<file path="config.mk">
export PLATFORM = sky130hd
export DESIGN_NAME = multicycle_core_flat
export DESIGN_NICKNAME = d
export VERILOG_FILES = /design/src/rtl/cpu_pkg.sv /design/src/rtl/multicycle_core_if.sv /design/src/rtl/multicycle_core_reg_file.sv /design/src/rtl/multicycle_core.sv /design/src/flat_wrapper.sv
export SDC_FILE = /design/constraint.sdc
export NUM_CORES = 1
export LEC_CHECK = 0
export BUFFER_PORTS_ARGS = -buffer_cell sky130_fd_sc_hd__buf_4
export CAP_MARGIN = 20
export CORE_UTILIZATION = 45
export CTS_CLUSTER_SIZE = 12
export DETAILED_ROUTE_END_ITERATION = 7
export HOLD_SLACK_MARGIN = 0.08
export PLACE_DENSITY = 0.65
export SLEW_MARGIN = 20
export SYNTH_ARGS = -nofsm -noshare
export SYNTH_HDL_FRONTEND = slang
export SYNTH_SLANG_ARGS = --single-unit
</file>
<file path="constraint.sdc">
create_clock -name CLK -period 19.5 [get_ports CLK]
set_input_delay 5.85 -clock CLK [delete_from_list [all_inputs] [get_ports CLK]]
set_output_delay 5.85 -clock CLK [all_outputs]
set_load 0.03 [all_outputs]
</file>
<file path="src/rtl/cpu_pkg.sv">
// Shared definitions for the multicycle core: opcodes, FSM states and instruction width.
package cpu_pkg;

  typedef enum logic [1:0] {
    OP_ADD = 2'b00,
    OP_LD  = 2'b01,
    OP_ST  = 2'b10,
    OP_JMP = 2'b11
  } opcode_e;

  typedef enum logic [1:0] {
    S_FETCH  = 2'b00,
    S_DECODE = 2'b01,
    S_MEM    = 2'b10,
    S_WB     = 2'b11
  } state_e;

  // Instruction layout is op(2) | rs | rt | rd/imm, each field RA_W wide.
  function automatic int instr_w(input int ra_w);
    return 2 + 3 * ra_w;
  endfunction

endpackage

</file>
<file path="src/rtl/multicycle_core_if.sv">
// Instruction/data memory handshakes plus PC and write-back observation signals.
interface multicycle_core_if
  import cpu_pkg::*;
#(
  parameter int DATA_W = 8,
  parameter int RA_W   = 2
) ();
  localparam int INSTR_W = instr_w(RA_W);

  logic               imem_req;
  logic [DATA_W-1:0]  imem_addr;
  logic               imem_ack;
  logic [INSTR_W-1:0] imem_data;
  logic               dmem_req;
  logic               dmem_we;
  logic [DATA_W-1:0]  dmem_addr;
  logic [DATA_W-1:0]  dmem_wdata;
  logic               dmem_ack;
  logic [DATA_W-1:0]  dmem_rdata;
  logic [DATA_W-1:0]  pc;
  logic               instr_done;
  logic               wb_valid;
  logic [RA_W-1:0]    wb_addr;
  logic [DATA_W-1:0]  wb_data;

  modport master (
    output imem_req, imem_addr, dmem_req, dmem_we, dmem_addr, dmem_wdata,
    output pc, instr_done, wb_valid, wb_addr, wb_data,
    input  imem_ack, imem_data, dmem_ack, dmem_rdata
  );

  modport slave (
    input  imem_req, imem_addr, dmem_req, dmem_we, dmem_addr, dmem_wdata,
    input  pc, instr_done, wb_valid, wb_addr, wb_data,
    output imem_ack, imem_data, dmem_ack, dmem_rdata
  );
endinterface

</file>
<file path="src/rtl/multicycle_core_reg_file.sv">
// Register file: two asynchronous read ports, one synchronous write port, cleared on reset.
module reg_file #(
  parameter int DATA_W = 8,
  parameter int RA_W   = 2
) (
  input  logic              CLK,
  input  logic              Reset,
  input  logic [RA_W-1:0]   ra_addr,
  input  logic [RA_W-1:0]   rb_addr,
  output logic [DATA_W-1:0] ra_data,
  output logic [DATA_W-1:0] rb_data,
  input  logic              we,
  input  logic [RA_W-1:0]   w_addr,
  input  logic [DATA_W-1:0] w_data
);
  localparam int NREGS = 2 ** RA_W;

  logic [DATA_W-1:0] regs_q [NREGS];
  logic [DATA_W-1:0] regs_d [NREGS];

  always_comb begin
    regs_d = regs_q;
    if (we) regs_d[w_addr] = w_data;
  end

  always_ff @(posedge CLK or posedge Reset) begin
    if (Reset) regs_q <= '{default: '0};
    else       regs_q <= regs_d;
  end

  assign ra_data = regs_q[ra_addr];
  assign rb_data = regs_q[rb_addr];
endmodule

</file>
<file path="src/rtl/multicycle_core.sv">
// Multicycle core: FETCH/DECODE/MEM/WB controller executing ADD, LD, ST and JMP
// over request/ack memory ports, with a register-file sub-module.
module multicycle_core
  import cpu_pkg::*;
#(
  parameter int DATA_W = 8,
  parameter int RA_W   = 2
) (
  input  logic              CLK,
  input  logic              Reset,
  multicycle_core_if.master bus
);
  localparam int INSTR_W = instr_w(RA_W);

  function automatic logic signed [DATA_W-1:0] sext(input logic [RA_W-1:0] imm);
    return $signed({{(DATA_W-RA_W){imm[RA_W-1]}}, imm});
  endfunction

  state_e                   state_q, state_d;
  logic [DATA_W-1:0]        pc_q, pc_d;
  logic [INSTR_W-1:0]       ir_q, ir_d;
  logic signed [DATA_W-1:0] b_q, b_d;
  logic signed [DATA_W-1:0] aluout_q, aluout_d;
  logic signed [DATA_W-1:0] mdr_q, mdr_d;

  opcode_e                  op;
  logic [RA_W-1:0]          rs, rt, rd;
  logic signed [DATA_W-1:0] imm_ext, rf_a, rf_b;

  assign op      = opcode_e'(ir_q[INSTR_W-1 -: 2]);
  assign rs      = ir_q[3*RA_W-1 -: RA_W];
  assign rt      = ir_q[2*RA_W-1 -: RA_W];
  assign rd      = ir_q[RA_W-1:0];
  assign imm_ext = sext(rd);

  // Writes only happen in WB and reads only matter in DECODE, so no bypass is needed.
  reg_file #(.DATA_W(DATA_W), .RA_W(RA_W)) u_rf (
    .CLK     (CLK),
    .Reset   (Reset),
    .ra_addr (rs),
    .rb_addr (rt),
    .ra_data (rf_a),
    .rb_data (rf_b),
    .we      (bus.wb_valid),
    .w_addr  (bus.wb_addr),
    .w_data  (bus.wb_data)
  );

  always_ff @(posedge CLK or posedge Reset) begin
    if (Reset) begin
      state_q  <= S_FETCH;
      pc_q     <= '0;
      ir_q     <= '0;
      b_q      <= '0;
      aluout_q <= '0;
      mdr_q    <= '0;
    end else begin
      state_q  <= state_d;
      pc_q     <= pc_d;
      ir_q     <= ir_d;
      b_q      <= b_d;
      aluout_q <= aluout_d;
      mdr_q    <= mdr_d;
    end
  end

  always_comb begin
    state_d  = state_q;
    pc_d     = pc_q;
    ir_d     = ir_q;
    b_d      = b_q;
    aluout_d = aluout_q;
    mdr_d    = mdr_q;
    unique case (state_q)
      S_FETCH: begin
        if (bus.imem_ack) begin
          ir_d    = bus.imem_data;
          state_d = S_DECODE;
        end
      end
      S_DECODE: begin
        b_d      = rf_b;
        aluout_d = rf_a + ((op == OP_ADD) ? rf_b : imm_ext);
        unique case (op)
          OP_ADD:       state_d = S_WB;
          OP_LD, OP_ST: state_d = S_MEM;
          OP_JMP: begin
            pc_d    = pc_q + DATA_W'(1) + imm_ext;
            state_d = S_FETCH;
          end
        endcase
      end
      S_MEM: begin
        if (bus.dmem_ack) begin
          if (op == OP_LD) begin
            mdr_d   = $signed(bus.dmem_rdata);
            state_d = S_WB;
          end else begin
            pc_d    = pc_q + DATA_W'(1);
            state_d = S_FETCH;
          end
        end
      end
      S_WB: begin
        pc_d    = pc_q + DATA_W'(1);
        state_d = S_FETCH;
      end
    endcase
  end

  // Outputs are forced low while Reset is high so a pending access drops immediately.
  always_comb begin
    bus.imem_req   = 1'b0;
    bus.imem_addr  = pc_q;
    bus.dmem_req   = 1'b0;
    bus.dmem_we    = 1'b0;
    bus.dmem_addr  = '0;
    bus.dmem_wdata = '0;
    bus.pc         = pc_q;
    bus.instr_done = 1'b0;
    bus.wb_valid   = 1'b0;
    bus.wb_addr    = '0;
    bus.wb_data    = '0;
    if (!Reset) begin
      unique case (state_q)
        S_FETCH:  bus.imem_req = 1'b1;
        S_DECODE: bus.instr_done = (op == OP_JMP);
        S_MEM: begin
          bus.dmem_req   = 1'b1;
          bus.dmem_we    = (op == OP_ST);
          bus.dmem_addr  = aluout_q;
          bus.dmem_wdata = b_q;
          bus.instr_done = bus.dmem_ack && (op == OP_ST);
        end
        S_WB: begin
          bus.wb_valid   = 1'b1;
          bus.wb_addr    = (op == OP_ADD) ? rd : rt;
          bus.wb_data    = (op == OP_ADD) ? aluout_q : mdr_q;
          bus.instr_done = 1'b1;
        end
      endcase
    end
  end
endmodule

</file>
<file path="src/flat_wrapper.sv">
// flat-port wrapper written by rule: the top's interface ports become plain ports
module multicycle_core_flat import cpu_pkg::*;
#(
  parameter int DATA_W = 8,
  parameter int RA_W   = 2
)
  (CLK, Reset, bus_imem_req, bus_imem_addr, bus_dmem_req, bus_dmem_we, bus_dmem_addr, bus_dmem_wdata, bus_pc, bus_instr_done, bus_wb_valid, bus_wb_addr, bus_wb_data, bus_imem_ack, bus_imem_data, bus_dmem_ack, bus_dmem_rdata);
  multicycle_core_if #(.DATA_W(DATA_W), .RA_W(RA_W)) bus_i ();
  input  logic CLK;
  input  logic Reset;
  output wire logic [$bits(bus_i.imem_req)-1:0] bus_imem_req;
  output wire logic [$bits(bus_i.imem_addr)-1:0] bus_imem_addr;
  output wire logic [$bits(bus_i.dmem_req)-1:0] bus_dmem_req;
  output wire logic [$bits(bus_i.dmem_we)-1:0] bus_dmem_we;
  output wire logic [$bits(bus_i.dmem_addr)-1:0] bus_dmem_addr;
  output wire logic [$bits(bus_i.dmem_wdata)-1:0] bus_dmem_wdata;
  output wire logic [$bits(bus_i.pc)-1:0] bus_pc;
  output wire logic [$bits(bus_i.instr_done)-1:0] bus_instr_done;
  output wire logic [$bits(bus_i.wb_valid)-1:0] bus_wb_valid;
  output wire logic [$bits(bus_i.wb_addr)-1:0] bus_wb_addr;
  output wire logic [$bits(bus_i.wb_data)-1:0] bus_wb_data;
  input wire logic [$bits(bus_i.imem_ack)-1:0] bus_imem_ack;
  input wire logic [$bits(bus_i.imem_data)-1:0] bus_imem_data;
  input wire logic [$bits(bus_i.dmem_ack)-1:0] bus_dmem_ack;
  input wire logic [$bits(bus_i.dmem_rdata)-1:0] bus_dmem_rdata;
  assign bus_imem_req = bus_i.imem_req;
  assign bus_imem_addr = bus_i.imem_addr;
  assign bus_dmem_req = bus_i.dmem_req;
  assign bus_dmem_we = bus_i.dmem_we;
  assign bus_dmem_addr = bus_i.dmem_addr;
  assign bus_dmem_wdata = bus_i.dmem_wdata;
  assign bus_pc = bus_i.pc;
  assign bus_instr_done = bus_i.instr_done;
  assign bus_wb_valid = bus_i.wb_valid;
  assign bus_wb_addr = bus_i.wb_addr;
  assign bus_wb_data = bus_i.wb_data;
  assign bus_i.imem_ack = bus_imem_ack;
  assign bus_i.imem_data = bus_imem_data;
  assign bus_i.dmem_ack = bus_dmem_ack;
  assign bus_i.dmem_rdata = bus_dmem_rdata;
  multicycle_core #(.DATA_W(DATA_W), .RA_W(RA_W)) u_core (.CLK(CLK), .Reset(Reset), .bus(bus_i));
endmodule
</file>
After elaboration in Yosys (flattened, before gate mapping)
Index checks and enable logic that the tools add are counted.
{"block": "totals", "output_inout_bits": 47, "input_bits": 20, "elab_cells": 79, "reg_bits": 74}
{"block": "classes", "magnitude_cmp": 4, "eq_ne": 10, "reduce_logical": 10, "add_sub_neg": 3, "n_bitwise": 3, "muxes": 39}
{"op": "$mux W8", "count": 16}
{"op": "$bmux W8 S2", "count": 2}
{"op": "$bwmux W32", "count": 1}
{"op": "$pmux W8 S3", "count": 1}
{"op": "$add A8 B8 Y8", "count": 2}
{"op": "$demux W8 S2", "count": 1}
{"op": "$mux W2", "count": 6}
{"op": "$ge A3 B3 Y1 const B", "count": 3}
{"op": "$mux W1", "count": 9}
{"op": "$not A2 Y3", "count": 3}
{"op": "$add A8 B1 Y8 const B", "count": 1}
{"op": "$eq A2 B2 Y1 const B", "count": 4}
{"op": "$pmux W2 S4", "count": 1}
{"op": "$ne A2 B2 Y1 const B", "count": 3}
{"op": "$pmux W2 S3", "count": 1}
{"op": "$eq A2 B1 Y1 const B", "count": 2}
{"op": "$logic_not A2 Y1", "count": 2}
{"op": "$reduce_and A2 Y1", "count": 2}
{"op": "$reduce_and A4 Y1", "count": 1}
{"op": "$lt A3 B1 Y1 const B", "count": 1}
{"op": "$pmux W1 S3", "count": 1}
{"op": "$reduce_and A3 Y1", "count": 1}
{"op": "$reduce_bool A3 Y1", "count": 1}
{"op": "$logic_and A1 B1 Y1", "count": 2}
{"op": "2 further kinds", "count": 2}

Logic depth before layout (Yosys ltp)
Gate-level depths: netlist of run 1.
{"block": "depth", "word_depth": 10, "mapped_depth": 12, "depth_no_buf": 10}

Hierarchy
From an unflattened synthesis of run 1, not the netlist that was laid out.
{"block": "unflattened", "cells_unflattened": 394, "area_unflattened_um2": 4483.0}
{"mod": "multicycle_core", "area_per_inst_um2": 2889.0, "cells_per_inst": 305, "seq_area_each_um2": 1051.0, "n_inst": 1}
{"mod": "reg_file", "area_per_inst_um2": 1594.0, "cells_per_inst": 89, "seq_area_each_um2": 800.8, "n_inst": 1}

Least setup slack after synthesis of run 1
Ideal clock, no wire load.
{"block": "synth_timing", "path_kind": "input -> output", "start": "input Reset", "end": "output bus_wb_data[0]", "n_path_buf": 1, "arrival_time_ns": 8.907, "stages": 4, "path_slack_ns": 4.743, "path_cell_list": "inv_1 -> nand3_1 -> clkbuf_1 -> a21oi_1"}
{"block": "synth_between", "elab_chain_cells": 1}
{"item": "start, declared", "line_no": "flat_wrapper.sv:10", "source": "input logic Reset;"}
{"item": "$mux W8", "line_no": "multicycle_core.sv:124", "source": "if (!Reset) begin"}
{"item": "end, declared", "line_no": "flat_wrapper.sv:21", "source": "output wire logic [$bits(bus_i.wb_data)-1:0] bus_wb_data;"}
Every way passes these cells.

Worst setup path after layout of run 1
{"block": "layout_timing", "start": "input Reset", "end": "output bus_wb_data[7]"}
The elaborated chain is that of the path after synthesis.

==> results of run 1 <==
report_power, final:
part / switching, uW / internal [uW] / total [uW]
registers: 72.6 / 192 / 265
clock network: 60.1 / 88.8 / 149
logic: 222 / 173 / 395
total: 354 / 454 / 808
synth_stat cells (7+ instances only):
library cell / instances
inv_1: 9
mux4_2: 8
buf_2: 7
nand3_1: 11
o21ai_0: 16
mux2_2: 57
nand2_1: 55
nor2_1: 11
dfrtp_1: 74
clkbuf_1: 8
and2_1: 18
ha_1: 16
a21oi_1: 24
xnor2_1: 10
mux4_1: 8
buf_4: 8
area by class of cell:
| type | count | area, um^2 |
|---|---|---|
| sequential | 74 | 1850 |
| inverter | 9 | 33.8 |
| multi-input combinational | 310 | 2540 |
| timing repair buffer | 69 | 518 |
| tap | 133 | 166 |
| clock buffer | 10 | 138 |
| fill | 889 | 4460 |
| clock inverter | 6 | 111 |
flip-flops by register name, indices dropped and copies added (netlist names):
register              count
u_core.state_q            2
u_core.u_rf.regs_q       32
u_core.aluout_q           8
u_core.ir_q               8
u_core.b_q                8
u_core.bus.imem_addr      8
u_core.mdr_q              8
metal layers:
metal | share of wire | vias up | global-route usage
met4 | 0.011 | 0 | 0.0758
met3 | 0.055 | 11 | 0.0339
li1 | - | 1623 | -
met1 | 0.46 | 1755 | 0.319
met5 | 0 | - | 0
met2 | 0.47 | 110 | 0.349
final timing paths:
path,startpoint,endpoint,slack [ns],cells past startpoint
hold / removal,u_core.b_q[3],u_core.b_q[3],0.50,1
max in group asynchronous,Reset,u_core.u_rf.regs_q[22],13.08,3
hold reg to reg,u_core.b_q[3],u_core.b_q[3],0.50,1
setup / recovery,Reset,bus_wb_data[7],5.26,6
setup reg to reg,u_core.ir_q[2],u_core.aluout_q[7],16.32,9
min in group asynchronous,Reset,u_core.bus.imem_addr[7],5.81,3
stage by stage:
step	utilization	total power (uW)	hold WS, ns	cell area (um^2)
after floorplan	-	566	0.463	4570
after global placement	0.520	652	0.486	5110
after detailed placement	0.520	664	0.488	5110
after CTS	0.545	813	0.506	5360
after global routing	0.545	871	0.521	5360
final	0.545	808	0.502	5360
cells by family (layout without fill, tap and decap cells):
kind of cell / count (synthesis) / in the layout / share of synthesized area
AND/OR/NAND/NOR: 131 / 131 / 0.145
multiplexers: 77 / 77 / 0.235
flip-flops: 74 / 74 / 0.405
AO/OA/AOI/OAI: 70 / 70 / 0.0961
buffers and inverters: 36 / 94 / 0.0400
adder cells (fa/ha/maj): 18 / 18 / 0.0526
XOR/XNOR: 14 / 14 / 0.0268
==> results.yml, run 1 <==
routing:
  postRouteAntennaNets: 0
  dr.pass1.iters: 4
  wirelength_um: 10700
  avgRoutedWirePerCell_um: 17.5
  via_per_inst: 5.73
  drtIter0Drc: 305
  drc: 0
  vias: 3499
sta:
  fmax_mhz: 70.2
  worst_slack_ns: 5.26
  fin_crit_ns: 14.24
  rsz0062_at_grt: "no"
  fin_crit_sh: 0.730
  maxSlewHeadroom: 0.337
  fin_skew_ns: 0.0143
  finalSetupViolations: 0
  setup_tns_ns: 0
  worst_pin_slew_ns: 0.994
  slew_violations: 0
  finalHoldViolations: 0
logic_synthesis:
  synthFlopType: "dfrtp_1"
  async_flop_share: 1.00
  synth_warnings: 0
  syn-instance-count: 420
  synth_top_cell_by_area: "dfrtp_1"
  synth-seq-cells: 74
  synth_area_leaders: "dfrtp_1 (41%), mux2_2 (14%), mux4_1 (4.6%), nand2_1 (4.5%), ha_1 (4.4%)"
  yosys.area.top_type_share: 0.405
  synth-edff-count: 0
  syn_nets: 458
  synthDistinctLibCells: 59
  syn_area_per_cell_um2: 10.9
  ys_seq_area_frac: 0.405
  synth_area_um2: 4570
clock_tree:
  cts_buffers: 9
  cts_hold_buf: 0
  post_cts_resized: 0
  htree_levels: 3
  insertion_delay_ns: 0.35
  root_buffer: "clkbuf_8"
  clk_pin_slew_worst_paths_ns: 0.07
  clock-sinks: 74
  cts_setup_buffers: 0
  cts_tree: "yes"
  cts_max_path_buffers: 2
floorplanning:
  rows: 36
  die_w_um: 103
  core-area_um2: 9820
  io_pins: 67
  start_util: 0.465
  die-area_um2: 10600
  die-height_um: 103
layout:
  final_cell_mix: "dfrtp_1 (74), buf_4 (69), mux2_2 (57)"
  area_growth_pct: 17.2
  nets: 511
  drive_above_1_share: 0.333
  n_antenna_cell: 0
  final_common_cell: "dfrtp_1"
  fin_cells: 611
worst_setup_path:
  cp.required_ns: 13.65
  critPathBufInv: 4
  slowest_delay_ns: 0.80
  crit_slowest_cell: "nand3_1"
  critPathTopFamily: "buffers and inverters"
  cp-end-kind: "output port"
  worstPathCellList: "buf_4, inv_2, buf_4, nand3_1, a21oi_1, buf_4"
  cp.arrival_ns: 8.39
  cp-start-kind: "primary input"
  cp_max_fo: 75
  path_class: "in2out"
  path_common_cell: "buf_4"
grt:
  grt_util_all_layers: 0.223
  grt_pass1_vias: 3364
  grt_max_degree: 76
  antenna_found_initial: 0
  grt_pass1_wl_um: 17700
  grt.overflow.total: 0
placed_design:
  gp_congestion: 0.812
  place_inst: 595
  pre_cts_ws_ns: 5.14
  port_buffers: 66
  hpwl_um: 7760
job:
  drv_cap: 0
status:
  status: "finished clean"
power:
  peakVddDrop_mv: 0.0820
  leakage_uw: 0.00256
  power.density_nw_per_um2: 151
min_path:
  hold_path_class: "reg2reg"
(Power assumes the default switching activity.)
==> run 2: changes to the inputs <==
Settings changed: ABC_AREA from default to 1.
Clock period 19.5 ns to 13.2 ns, I/O delays scaled along.
==> run 2 against run 1 <==
Against the previous run: design area down 0.49%; die area grew 0.78%; routed wire length up 13%; critical path depth grew 2; first-iteration DRC count fell by 24%; worst hold slack got worse by 0.0062 ns; non-clock buffer count down 1; register-to-register slack worse by 6.5 ns; critical path type unchanged.
==> results.yml, run 2 <==
status:
  status: "finished clean"
grt:
  grt_util_all_layers: 0.244
  grt.busiest_layer: "met2"
  antenna_found_initial: 0
  grt_pass1_wl_um: 19300
  grt_pass1_vias: 3917
  grt_max_degree: 76
  grt_util_met1: 0.282
  use_met2: 0.446
  use_met3: 0.0423
  grt.overflow.total: 0
logic_synthesis:
  synthFlopType: "dfrtp_1"
  yosys.area.top_type_share: 0.402
  async_flop_share: 1.00
  syn_area_per_cell_um2: 7.49
  synth_common_cells: "nand2_1 (159), o21ai_0 (96), dfrtp_1 (74), inv_1 (61), nor2_1 (44)"
  synth_area_leaders: "dfrtp_1 (40%), nand2_1 (13%), o21ai_0 (10%), inv_1 (5.0%), ha_1 (4.3%)"
  synth-edff-count: 0
  synth.most_common_cell: "nand2_1"
  synth_warnings: 0
  ys_seq_area_frac: 0.402
  syn-instance-count: 615
  synth_area_um2: 4610
  synth_top_cell_by_area: "dfrtp_1"
  synth-seq-cells: 74
  syn_nets: 653
  synthDistinctLibCells: 39
placed_design:
  pre_cts_ws_ns: 3.02
  hpwl_um: 8990
  gp_congestion: 0.915
  port_buffers: 66
  place_inst: 786
  postPlaceCellArea_um2: 5100
sta:
  fin_crit_ns: 10.19
  finalSetupViolations: 0
  setup_tns_ns: 0
  fin_crit_sh: 0.772
  worst_slack_ns: 3.01
  rsz0062_at_grt: "no"
  worst_pin_slew_ns: 0.987
  slew_violations: 0
  maxSlewHeadroom: 0.342
  fmax_mhz: 98.1
  fin_skew_ns: 0.00890
  finalHoldViolations: 0
power:
  peakVddDrop_mv: 0.131
  leakage_uw: 0.00270
  finalPower_uw: 1420
  internal-power_uw: 709
  pwr-share-comb: 0.569
  netSwitchingFraction: 0.500
  p_clk_frac: 0.139
  p_sw_uw: 708
  power_frac_seq: 0.291
  power.density_nw_per_um2: 266
worst_setup_path:
  cp-start-kind: "primary input"
  worstPathCellList: "buf_4, inv_2, buf_4, nand3_4, inv_1, o21ai_0, a21oi_1, buf_4"
  worst_r2r_path_depth: 10
  cp.required_ns: 9.24
  path_class: "in2out"
  slowest_delay_ns: 0.70
  cp.arrival_ns: 6.23
  crit_slowest_cell: "buf_4"
  path_common_cell: "buf_4"
  cp_max_fo: 75
  cp-end-kind: "output port"
min_path:
  hold_path_class: "reg2reg"
  whs_path_depth: 2
clock_tree:
  clock-sinks: 74
  cts_tree: "yes"
  cts_buffers: 9
  root_buffer: "clkbuf_8"
  insertion_delay_ns: 0.36
  cts_max_path_buffers: 2
  clk_pin_slew_worst_paths_ns: 0.08
  cts_hold_buf: 0
  htree_levels: 3
  cts_setup_buffers: 0
  post_cts_resized: 0
layout:
  final_cell_mix: "nand2_1 (159), o21ai_0 (96), dfrtp_1 (74)"
  largest-register: "u_core.u_rf.regs_q"
  stdcell_area_um2: 5330
  final_common_cell: "nand2_1"
  area_growth_pct: 15.7
  n_antenna_cell: 0
  drive_above_1_share: 0.169
  largest_reg_flops: 32
  nets: 702
  fin_cells: 802
floorplanning:
  io_pins: 67
  start_util: 0.467
  core-area_um2: 9860
  die-area_um2: 10600
  die-height_um: 103
  rows: 36
  die_w_um: 103
routing:
  dr.pass1.iters: 4
  drtIter0Drc: 232
  drc: 0
  postRouteAntennaNets: 0
  wirelength_um: 12100
  avgRoutedWirePerCell_um: 15.1
  vias: 4216
  via_per_inst: 5.26
job:
  drv_cap: 0
run 2: cell types whose count changed after synthesis, moves of 13 or more:
cell	delta
mux2_2	-49
nor2_1	+33
a21oi_1	+15
inv_1	+52
nand3_1	+13
o21ai_1	+16
nand2_1	+104
and2_1	-17
o21ai_0	+80
run 2: power groups by stage:
stage               clock network (uW)  registers (uW)  logic, uW
floorplan                            0             391        626
global placement                     0             413        781
detailed placement                   0             415        799
CTS                                200             412        807
global route                       209             424        919
finish                             198             413        807
run 2: logic make-up after synthesis:
logic type      count (synthesis)  share of synthesized area
xor+xnor                        9                     0.0171
compound gates                159                      0.177
simple gates                  250                      0.238
mux                             8                     0.0196
flops                          74                      0.402
buf+inv                        97                     0.0942
fa+ha+maj                      18                     0.0521
run 2: final cells by class:
cell class / count / area [um^2]
Clock buffer: 10 / 128
Clock inverter: 6 / 91.3
Fill cell: 955 / 4540
Inverter: 67 / 254
Multi-Input combinational cell: 444 / 2330
Sequential cell: 74 / 1850
Tap cell: 133 / 166
Timing Repair Buffer: 68 / 510
run 2: path summary, 6_finish.rpt:
kind / startpoint / end / slack (ns)
max reg2reg: u_core.ir_q[6] / u_core.aluout_q[6] / 9.84
min: u_core.aluout_q[4] / u_core.aluout_q[4] / 0.50
min in group asynchronous: Reset / u_core.b_q[5] / 3.94
min reg2reg: u_core.aluout_q[4] / u_core.aluout_q[4] / 0.50
max in group asynchronous: Reset / u_core.u_rf.regs_q[20] / 8.59
max: Reset / bus_wb_data[3] / 3.01
run 2: per-layer routing:
layer  up-vias  routed length (um)
li1       2088                   -
met1      1952                4850
met2       154                6290
met3        22                 595
met4         0                 382
met5         -                   0
run 2: through the flow:
step	hold slack [ns]	utilization
floorplan	0.449	-
global placement	0.467	0.517
detailed placement	0.477	0.517
CTS	0.496	0.540
global route	0.526	0.540
finish	0.496	0.540
run 2: critical path: cells and delay by family:
family | cells | cell delay (ns)
buffers and inverters | 5 | 1.42
AOI/OAI and AO/OA | 2 | 0.51
and+or+nand+nor | 1 | 0.25
==> run 3: changes to the inputs <==
Settings changed: PLACE_DENSITY 0.65 to 0.68.
Clock period 13.2 ns to 8.26 ns, I/O delays scaled along.
==> run 3 against run 2 <==
Against the previous run: combinational power up 60%; flip-flop and latch count unchanged; core utilization down 0.28 points; die area unchanged; clock-buffer cell count unchanged; setup slack lost 1.1 ns; worst hold slack got worse by 0.0026 ns; total power rose by 56%; design area fell by 0.52%; critical path type unchanged; largest power group unchanged; highest routed layer unchanged.
==> results.yml, run 3 (synthesis gave the netlist of run 2 again) <==
status:
  status: "finished clean"
sta:
  setup_tns_ns: 0
  worst_pin_slew_ns: 0.949
  fin_skew_ns: 0.0128
  hold_ws_ns: 0.493
  fin_crit_sh: 0.764
  fmax_mhz: 158
  finalSetupViolations: 0
  maxSlewHeadroom: 0.367
  finalHoldViolations: 0
  slew_violations: 0
  rsz0062_at_grt: "no"
  fin_crit_ns: 6.31
worst_setup_path:
  path_common_cell: "buf_4"
  worstPathCellList: "buf_4, inv_2, nand3_4, inv_1, o21ai_0, a21oi_1, buf_4"
  critPathBufInv: 4
  worst_r2r_path_depth: 10
  cp-start-kind: "primary input"
  cp.required_ns: 5.78
  cp-end-kind: "output port"
  crit_cells: 7
  cp.arrival_ns: 3.83
  slowest_delay_ns: 0.38
  crit_slowest_cell: "a21oi_1"
  cp_max_fo: 12
  critPathTopFamily: "buffers and inverters"
  path_class: "in2out"
floorplanning:
  die-height_um: 103
  core-area_um2: 9860
  start_util: 0.467
  rows: 36
  die-area_um2: 10600
  io_pins: 67
  die_w_um: 103
job:
  drv_cap: 0
power:
  power.density_nw_per_um2: 418
  peakVddDrop_mv: 0.207
  leakage_uw: 0.00269
layout:
  area_growth_pct: 15.1
  final_cell_mix: "nand2_1 (159), o21ai_0 (96), dfrtp_1 (74)"
  drive_above_1_share: 0.172
  fillCellCount: 958
  n_antenna_cell: 0
  seq_area_um2: 1850
  largest_reg_flops: 32
  final_common_cell: "nand2_1"
  nets: 703
  multi_input_area_um2: 2320
  stdcell_area_um2: 5300
  largest-register: "u_core.u_rf.regs_q"
routing:
  avgRoutedWirePerCell_um: 15.2
  dr.pass1.iters: 4
  drc: 0
  wirelength_um: 12200
  vias: 4224
  via_per_inst: 5.26
  postRouteAntennaNets: 0
  drtIter0Drc: 212
clock_tree:
  cts_max_path_buffers: 2
  insertion_delay_ns: 0.37
  cts_hold_buf: 0
  post_cts_resized: 0
  clk_pin_slew_worst_paths_ns: 0.08
  htree_levels: 3
  root_buffer: "clkbuf_8"
  clock-sinks: 74
  cts_tree: "yes"
  cts_setup_buffers: 0
  cts_buffers: 9
grt:
  antenna_found_initial: 0
  use_met3: 0.0349
  grt_util_met1: 0.308
  grt_util_all_layers: 0.253
  use_met2: 0.441
  grt_max_degree: 75
  grt_pass1_vias: 4125
  grt.overflow.total: 0
  grt_pass1_wl_um: 20100
  grt.busiest_layer: "met2"
min_path:
  hold_path_class: "reg2reg"
  whs_path_depth: 2
placed_design:
  postPlaceCellArea_um2: 5100
  port_buffers: 66
  gp_congestion: 0.941
  hpwl_um: 8960
[run 3: cell type report]
type,count,area share
flip-flops and latches,74,0.349
multi-input cells,444,0.438
inverters,67,0.0479
repair buffers,69,0.0984
clock inverters,6,0.00920
well taps,133,0.0314
clock buffers,10,0.0260
[run 3: per-stage QoR]
stage	total power [uW]	setup slack [ns]	utilization	instances
finish	2220	1.95	0.537	803
global route	2440	1.84	0.537	803
CTS	2220	1.95	0.536	802
detailed placement	1940	1.95	0.517	786
global placement	1910	2.05	0.517	786
floorplan	1630	0.257	-	615
[run 3: worst paths after layout]
kind / from / endpoint / slack, ns
worst max-delay path: Reset / bus_wb_data[0] / 1.95
worst min-delay path: u_core.aluout_q[7] / u_core.aluout_q[7] / 0.49
worst max register to register: u_core.ir_q[6] / u_core.aluout_q[6] / 4.93
worst min register to register: u_core.aluout_q[7] / u_core.aluout_q[7] / 0.49
max in group asynchronous: Reset / u_core.u_rf.regs_q[15] / 5.11
min in group asynchronous: Reset / u_core.u_rf.regs_q[4] / 2.51
[run 3: tightest hold or removal path, cell delays in order, from the launching register on]
cell	delay, ns
dfrtp_1	0.35
nand2_1	0.05
nand2_1	0.06
[run 3: per-layer routing]
| metal | wire length, um | vias to the layer above |
|---|---|---|
| met5 | 0 | - |
| met4 | 448 | 0 |
| met3 | 597 | 22 |
| met2 | 6140 | 130 |
| met1 | 4990 | 1980 |
| li1 | - | 2092 |
[run 3: report_power, final]
| group | total, uW | switching, uW | internal [uW] |
|---|---|---|---|
| sequential | 659 | 158 | 501 |
| clock | 271 | 151 | 120 |
| combinational | 1290 | 826 | 461 |
